`src/rtl/ibr128_pkg.sv`:
```
// Shared types for the IBR128 request arbiter: FSM states, request record
// and mode-of-operation constants.
package ibr128_pkg;

  typedef enum logic [2:0] {
    ST_IDLE = 3'd0,
    ST_LOAD = 3'd1,
    ST_RUN  = 3'd2,
    ST_RESP = 3'd3,
    ST_GAP  = 3'd4
  } ibr128_state_t;

  localparam logic [1:0] SOM_ECB = 2'd0;
  localparam logic [1:0] SOM_CBC = 2'd1;
  localparam logic [1:0] SOM_CFB = 2'd2;
  localparam logic [1:0] SOM_OFB = 2'd3;

  typedef struct packed {
    logic         encrypt;
    logic         sa;
    logic         fb;
    logic [1:0]   som;
    logic [127:0] text;
    logic [127:0] iv;
    logic [63:0]  key0;
    logic [63:0]  key1;
  } ibr128_req_t;

  function automatic logic [1:0] onehot2(input logic idx);
    return idx ? 2'b10 : 2'b01;
  endfunction

endpackage

```
`src/rtl/ibr128_rr_arb.sv`:
```
// Two-way round-robin arbiter: combinational grant from the current valids,
// last-grant register advanced only when a grant is taken.
module ibr128_rr_arb (
  input  logic       clk,
  input  logic       rst_n,
  input  logic [1:0] valid,
  input  logic       update,
  output logic [1:0] grant,
  output logic       grant_idx
);

  logic last_r;

  // Grant selection; on a tie the requester not granted last wins.
  always_comb begin
    grant     = 2'b00;
    grant_idx = 1'b0;
    case (valid)
      2'b01: begin
        grant     = 2'b01;
        grant_idx = 1'b0;
      end
      2'b10: begin
        grant     = 2'b10;
        grant_idx = 1'b1;
      end
      2'b11: begin
        if (last_r) begin
          grant     = 2'b01;
          grant_idx = 1'b0;
        end else begin
          grant     = 2'b10;
          grant_idx = 1'b1;
        end
      end
      default: begin
        grant     = 2'b00;
        grant_idx = 1'b0;
      end
    endcase
  end

  // Last-grant pointer; reset to 1 so requester 0 wins the first tie.
  always_ff @(posedge clk) begin
    if (!rst_n) begin
      last_r <= 1'b1;
    end else if (update) begin
      last_r <= grant_idx;
    end
  end

endmodule

```
`src/rtl/ibr128_arbiter.sv`:
```
// Shares one IBR128 core between two requesters (round-robin, one transaction
// at a time). Define IBR128_ARB_TIMEOUT_EN to add the RUN watchdog and rsp_err.
module ibr128_arbiter
  import ibr128_pkg::*;
#(
  parameter int unsigned GAP_CYCLES     = 2,
  parameter int unsigned TIMEOUT_CYCLES = 1024
) (
  input  logic                Clk,
  input  logic                RstN,
  input  logic [1:0]          req_valid,
  output logic [1:0]          req_ready,
  input  logic [1:0]          req_encrypt,
  input  logic [1:0]          req_sa,
  input  logic [1:0]          req_fb,
  input  logic [1:0][1:0]     req_som,
  input  logic [1:0][127:0]   req_text,
  input  logic [1:0][127:0]   req_iv,
  input  logic [1:0][63:0]    req_key0,
  input  logic [1:0][63:0]    req_key1,
  output logic [1:0]          rsp_valid,
  input  logic [1:0]          rsp_ready,
  output logic [127:0]        rsp_text,
  output logic                core_Enable,
  output logic                core_SA,
  output logic                core_Encrypt,
  output logic                core_FB,
  output logic [1:0]          core_SOM,
  output logic [127:0]        core_plainText,
  output logic [127:0]        core_IV,
  output logic [63:0]         core_key0,
  output logic [63:0]         core_key1,
  input  logic [127:0]        core_cipherText,
  input  logic                core_cipherReady
`ifdef IBR128_ARB_TIMEOUT_EN
  ,
  output logic                rsp_err
`endif
);

  ibr128_state_t state_r, next_state_s;
  ibr128_req_t   req_s [2];
  ibr128_req_t   core_req_r;
  logic [1:0]    grant_s;
  logic          grant_idx_s;
  logic          accept_s;
  logic [1:0]    req_ready_s;
  logic          timeout_s;
  logic          owner_r;
  logic          core_enable_r;
  logic [1:0]    rsp_valid_r;
  logic [127:0]  rsp_text_r;
  logic [3:0]    gap_cnt_r;

`ifdef IBR128_ARB_TIMEOUT_EN
  localparam int unsigned RUN_W = $clog2(TIMEOUT_CYCLES + 1);
  logic [RUN_W-1:0] run_cnt_r;
  logic             rsp_err_r;
`else
  // The watchdog limit has no effect in this build.
  logic [31:0] timeout_unused_s;
  assign timeout_unused_s = 32'(TIMEOUT_CYCLES);
`endif

  ibr128_rr_arb u_rr_arb (
    .clk       (Clk),
    .rst_n     (RstN),
    .valid     (req_valid),
    .update    (accept_s),
    .grant     (grant_s),
    .grant_idx (grant_idx_s)
  );

  assign accept_s = (state_r == ST_IDLE) && (|req_valid);

  // Gather each requester's fields into one record.
  always_comb begin
    for (int i = 0; i < 2; i++) begin
      req_s[i] = '{encrypt: req_encrypt[i], sa: req_sa[i], fb: req_fb[i],
                   som: req_som[i], text: req_text[i], iv: req_iv[i],
                   key0: req_key0[i], key1: req_key1[i]};
    end
  end

  // Next-state decode; the grant pulse exists only in IDLE.
  always_comb begin
    next_state_s = state_r;
    req_ready_s  = 2'b00;
    timeout_s    = 1'b0;
    case (state_r)
      ST_IDLE: begin
        if (|req_valid) begin
          req_ready_s  = grant_s;
          next_state_s = ST_LOAD;
        end else begin
          next_state_s = ST_IDLE;
        end
      end
      ST_LOAD: next_state_s = ST_RUN;
      ST_RUN: begin
        if (core_cipherReady) begin
          next_state_s = ST_RESP;
`ifdef IBR128_ARB_TIMEOUT_EN
        end else if (run_cnt_r == RUN_W'(TIMEOUT_CYCLES - 1)) begin
          next_state_s = ST_RESP;
          timeout_s    = 1'b1;
`endif
        end else begin
          next_state_s = ST_RUN;
        end
      end
      ST_RESP: begin
        if (rsp_ready[owner_r]) begin
          next_state_s = ST_GAP;
        end else begin
          next_state_s = ST_RESP;
        end
      end
      ST_GAP: begin
        if (gap_cnt_r == 4'(GAP_CYCLES - 1)) begin
          next_state_s = ST_IDLE;
        end else begin
          next_state_s = ST_GAP;
        end
      end
      default: next_state_s = ST_IDLE;
    endcase
  end

  // State, latched request, result and counters.
  always_ff @(posedge Clk) begin
    if (!RstN) begin
      state_r       <= ST_IDLE;
      core_req_r    <= '0;
      owner_r       <= 1'b0;
      core_enable_r <= 1'b0;
      rsp_valid_r   <= 2'b00;
      rsp_text_r    <= 128'd0;
      gap_cnt_r     <= 4'd0;
    end else begin
      state_r       <= next_state_s;
      core_enable_r <= (next_state_s == ST_RUN);
      rsp_valid_r   <= (next_state_s == ST_RESP) ? onehot2(owner_r) : 2'b00;
      gap_cnt_r     <= (state_r == ST_GAP) ? gap_cnt_r + 4'd1 : 4'd0;
      if (accept_s) begin
        core_req_r <= req_s[grant_idx_s];
        owner_r    <= grant_idx_s;
      end
      if ((state_r == ST_RUN) && (next_state_s == ST_RESP)) begin
        rsp_text_r <= timeout_s ? 128'd0 : core_cipherText;
      end
    end
  end

`ifdef IBR128_ARB_TIMEOUT_EN
  // RUN-cycle watchdog; error flag lives for the whole timed-out RESP.
  always_ff @(posedge Clk) begin
    if (!RstN) begin
      run_cnt_r <= '0;
      rsp_err_r <= 1'b0;
    end else begin
      run_cnt_r <= (state_r == ST_RUN) ? run_cnt_r + RUN_W'(1) : '0;
      rsp_err_r <= (next_state_s == ST_RESP) &&
                   (timeout_s || ((state_r == ST_RESP) && rsp_err_r));
    end
  end

  assign rsp_err = rsp_err_r;
`endif

  assign req_ready      = req_ready_s;
  assign rsp_valid      = rsp_valid_r;
  assign rsp_text       = rsp_text_r;
  assign core_Enable    = core_enable_r;
  assign core_SA        = core_req_r.sa;
  assign core_Encrypt   = core_req_r.encrypt;
  assign core_FB        = core_req_r.fb;
  assign core_SOM       = core_req_r.som;
  assign core_plainText = core_req_r.text;
  assign core_IV        = core_req_r.iv;
  assign core_key0      = core_req_r.key0;
  assign core_key1      = core_req_r.key1;

endmodule

```
`config.mk`:
```
export PLATFORM = sky130hd
export DESIGN_NAME = ibr128_arbiter
export DESIGN_NICKNAME = d
export VERILOG_FILES = /design/src/rtl/ibr128_pkg.sv /design/src/rtl/ibr128_rr_arb.sv /design/src/rtl/ibr128_arbiter.sv
export SDC_FILE = /design/constraint.sdc
export NUM_CORES = 1
export LEC_CHECK = 0
export ABC_AREA = 1
export CAP_MARGIN = 15
export CORE_AREA = 4 4 551 553
export DETAILED_ROUTE_END_ITERATION = 16
export DIE_AREA = 0 0 555 557
export RECOVER_POWER = 100
export SYNTH_ARGS = -nofsm -noshare
export SYNTH_HDL_FRONTEND = slang
export SYNTH_SLANG_ARGS = --single-unit
```
`constraint.sdc`:
```
create_clock -name Clk -period 1.9 [get_ports Clk]
set_input_delay 0.38 -clock Clk [delete_from_list [all_inputs] [get_ports Clk]]
set_output_delay 0.38 -clock Clk [all_outputs]
set_load 0.03 [all_outputs]
```
==> results.cfg <==
[run_status]
status = finished, violations left
violations = negative setup slack

[detailed_routing]
drtIter0Drc = 2626
vias_per_cell = 3.32
ant_nets = 0
vias = 34262
wl_um = 231000
wl_per_cell_um = 22.4
firstDrtPassIters = 6
drc_errors = 0

[synth]
synthMuxAreaShare_pct = 0
synth-xor-area-share_pct = 0.0322
ys_warn_count = 0
ys_seq_area_share_pct = 39.0
synth.area.top_cells = dfxtp_1 (39%), nand2_1 (24%), nor2_1 (16%), inv_1 (11%), nand4_1 (2.9%)
syn_area_um2 = 27200
synth_area_leader_cell = dfxtp_1
syn_nets = 5678
syn_inst = 4763
synth_adder_area_share_pct = 0.0920
yosys.area_share.simple_pct = 42.9
synth_compound_area_share_pct = 2.41
avgSynthCellArea_um2 = 5.71
synth_seq_cells = 529
synth_top_area_share_pct = 39.0
synth_cell_types = 16
synth_top_family_by_area = simple AND/OR/NAND/NOR gates

[global_route]
grt_max_degree = 60
grt_usage_pct = 13.9
antenna_found_initial = 230
grt_first_pass_wirelength_um = 288000
grt.overflow.total = 0
grt_pass1_vias = 31169

[cts]
cts_root_buf = clkbuf_16
clk_pin_slew_worst_paths_ns = 0.06
htreeDepth = 3
cts_buffer_depth = 4
cts.sinks = 529
cts_tree = built
cts_buffers = 77
clock_latency_ns = 0.81

[critical_path]
cp_max_fo = 2
cp.required_ns = 1.52
cp_common_cell = nor2_4
slowest_stage = dfxtp_2
crit_type = flop to output pin
worstPathArrival_ns = 1.99
path_buf_inv = 2
cp-end-kind = output pin
max_stage_delay_ns = 0.33
worstPathCellList = nor2_4, nand2_4, nor2_4, nand2_2, inv_2, buf_12
start_kind = flop
crit_family = simple AND/OR/NAND/NOR gates

[timing]
max_freq_mhz = 422
rsz0062_at_grt = true
period_share_pct = 125
drv_slew = 0
setup_viol = 481
worst_slew_pin_slew_ns = 0.645
finalCriticalPeriod_ns = 2.37
slew_headroom_pct = 57.0
finClkSkew_ns = 0.108
holdWs_ns = 0.0943
final_hold_viol_count = 0
fin_ws_ns = -0.468

[floorplan]
core_um2 = 299000
io_pins = 1435
die_h_um = 557
die_area_um2 = 309000
fp.dieW_um = 555
rows = 201
start_util_pct = 9.10

[job]
max-cap-violations = 0

[power]
ir_drop_v = 0.000699
p_per_area_nw_per_um2 = 957
leakage_uw = 0.0236

[finish]
drive_gt1_share_pct = 14.4
nFillCells = 34556
syn2layout_area_growth_pct = 82.8
nets = 7158

[placed_design]
gp_congestion = 0.921
dpl_worst_slack_ns = -0.667
portBuffers = 1434
place_hpwl_um = 196000

[min_path]
min_path_type = input pin to flop
layout by cell type (no fill, tap or decap), types with 80 or more instances in the layout:
cell type,n
a21oi_1,131
buf_4,178
clkbuf_1,80
clkbuf_16,93
clkbuf_2,216
clkbuf_4,80
clkdlybuf4s15_2,81
clkdlybuf4s50_1,910
dfxtp_1,520
inv_1,789
nand2_1,1694
nand4_1,128
nor2_1,1109
final timing paths:
kind | from | to | slack [ns] | cells after the start
hold / removal | RstN | rsp_text[123] | 0.09 | 3
setup reg to reg | state_r[2] | core_key0[45] | -0.33 | 12
hold reg to reg | rsp_text[83] | rsp_text[83] | 0.46 | 2
setup / recovery | state_r[2] | req_ready[1] | -0.47 | 6
synthesized netlist by cell type (all sizes together):
master  count
nor2     1181
buf       142
xnor2       1
a21oi     131
dfxtp     529
or2         1
clkbuf    145
nand4     128
nand3       8
nand2    1703
inv       792
ha          2
cell type report:
class	instances	area, um2	share of cell area [%]
sequential	529	10600	21.3
clock buffer	102	2130	4.29
multi-input combinational	3155	12600	25.4
antenna	51	128	0.257
timing repair buffer	1688	15800	31.7
tap	3958	4950	9.96
inverter	792	2980	5.99
clock inverter	34	488	0.982
tightest hold or removal path, cell delays in order:
cell and delay (ns):
buf_8 0.17, inv_4 0.21, a21oi_1 0.06
logic make-up after synthesis:
kind of cell	after synthesis
fa+ha+maj	2
flops	529
compound gates	131
buf+inv	1079
simple gates	3021
xor+xnor	1
power by group:
| group | internal [uW] | total [uW] | switching (uW) | leakage [uW] |
|---|---|---|---|---|
| registers | 12700 | 13700 | 990 | 0.00437 |
| clock network | 9180 | 15600 | 6370 | 0.00128 |
| logic | 6750 | 18400 | 11600 | 0.0180 |
| total | 28600 | 47600 | 19000 | 0.0236 |
stage by stage:
step	TNS, ns	instances	power [uW]	cell area [um2]	utilization (%)
floorplan	0	4763	22500	27200	-
global placement	-172.45	10082	32200	47400	15.9
detailed placement	-171.57	10082	32300	47400	15.9
CTS	-79.37	10221	47800	49300	16.5
global route	-133.08	10274	50200	49600	16.6
finish	-63.37	10309	47600	49700	16.6
sequential cells by signal (all words and copies together) (netlist names):
| register | count |
|---|---|
| core_FB | 1 |
| core_Encrypt | 1 |
| core_SOM | 2 |
| owner_r | 1 |
| u_rr_arb.last_r | 1 |
| core_SA | 1 |
| rsp_text | 128 |
| core_Enable | 1 |
| core_key0 | 64 |
| rsp_valid | 2 |
| gap_cnt_r | 4 |
| state_r | 3 |
| core_IV | 128 |
| core_key1 | 64 |
| core_plainText | 128 |
timing repair:
item,in CTS,in global routing
hold buffers,1,0
resized for setup,1524,117
pin swaps,3,7
hold endpoints to repair,10,0
endpoints found under the setup margin,747,401
setup buffers,2,19
cloned,0,18
routing by layer:
| layer | global-route usage (%) | up-vias | part of all wire (%) |
|---|---|---|---|
| li1 | - | 16788 | - |
| met5 | 0 | - | 0.36 |
| met1 | 16.8 | 15165 | 41 |
| met3 | 7.52 | 484 | 13 |
| met2 | 20.8 | 1689 | 42 |
| met4 | 4.56 | 136 | 3.7 |
Power figures use the tool's default switching activity.
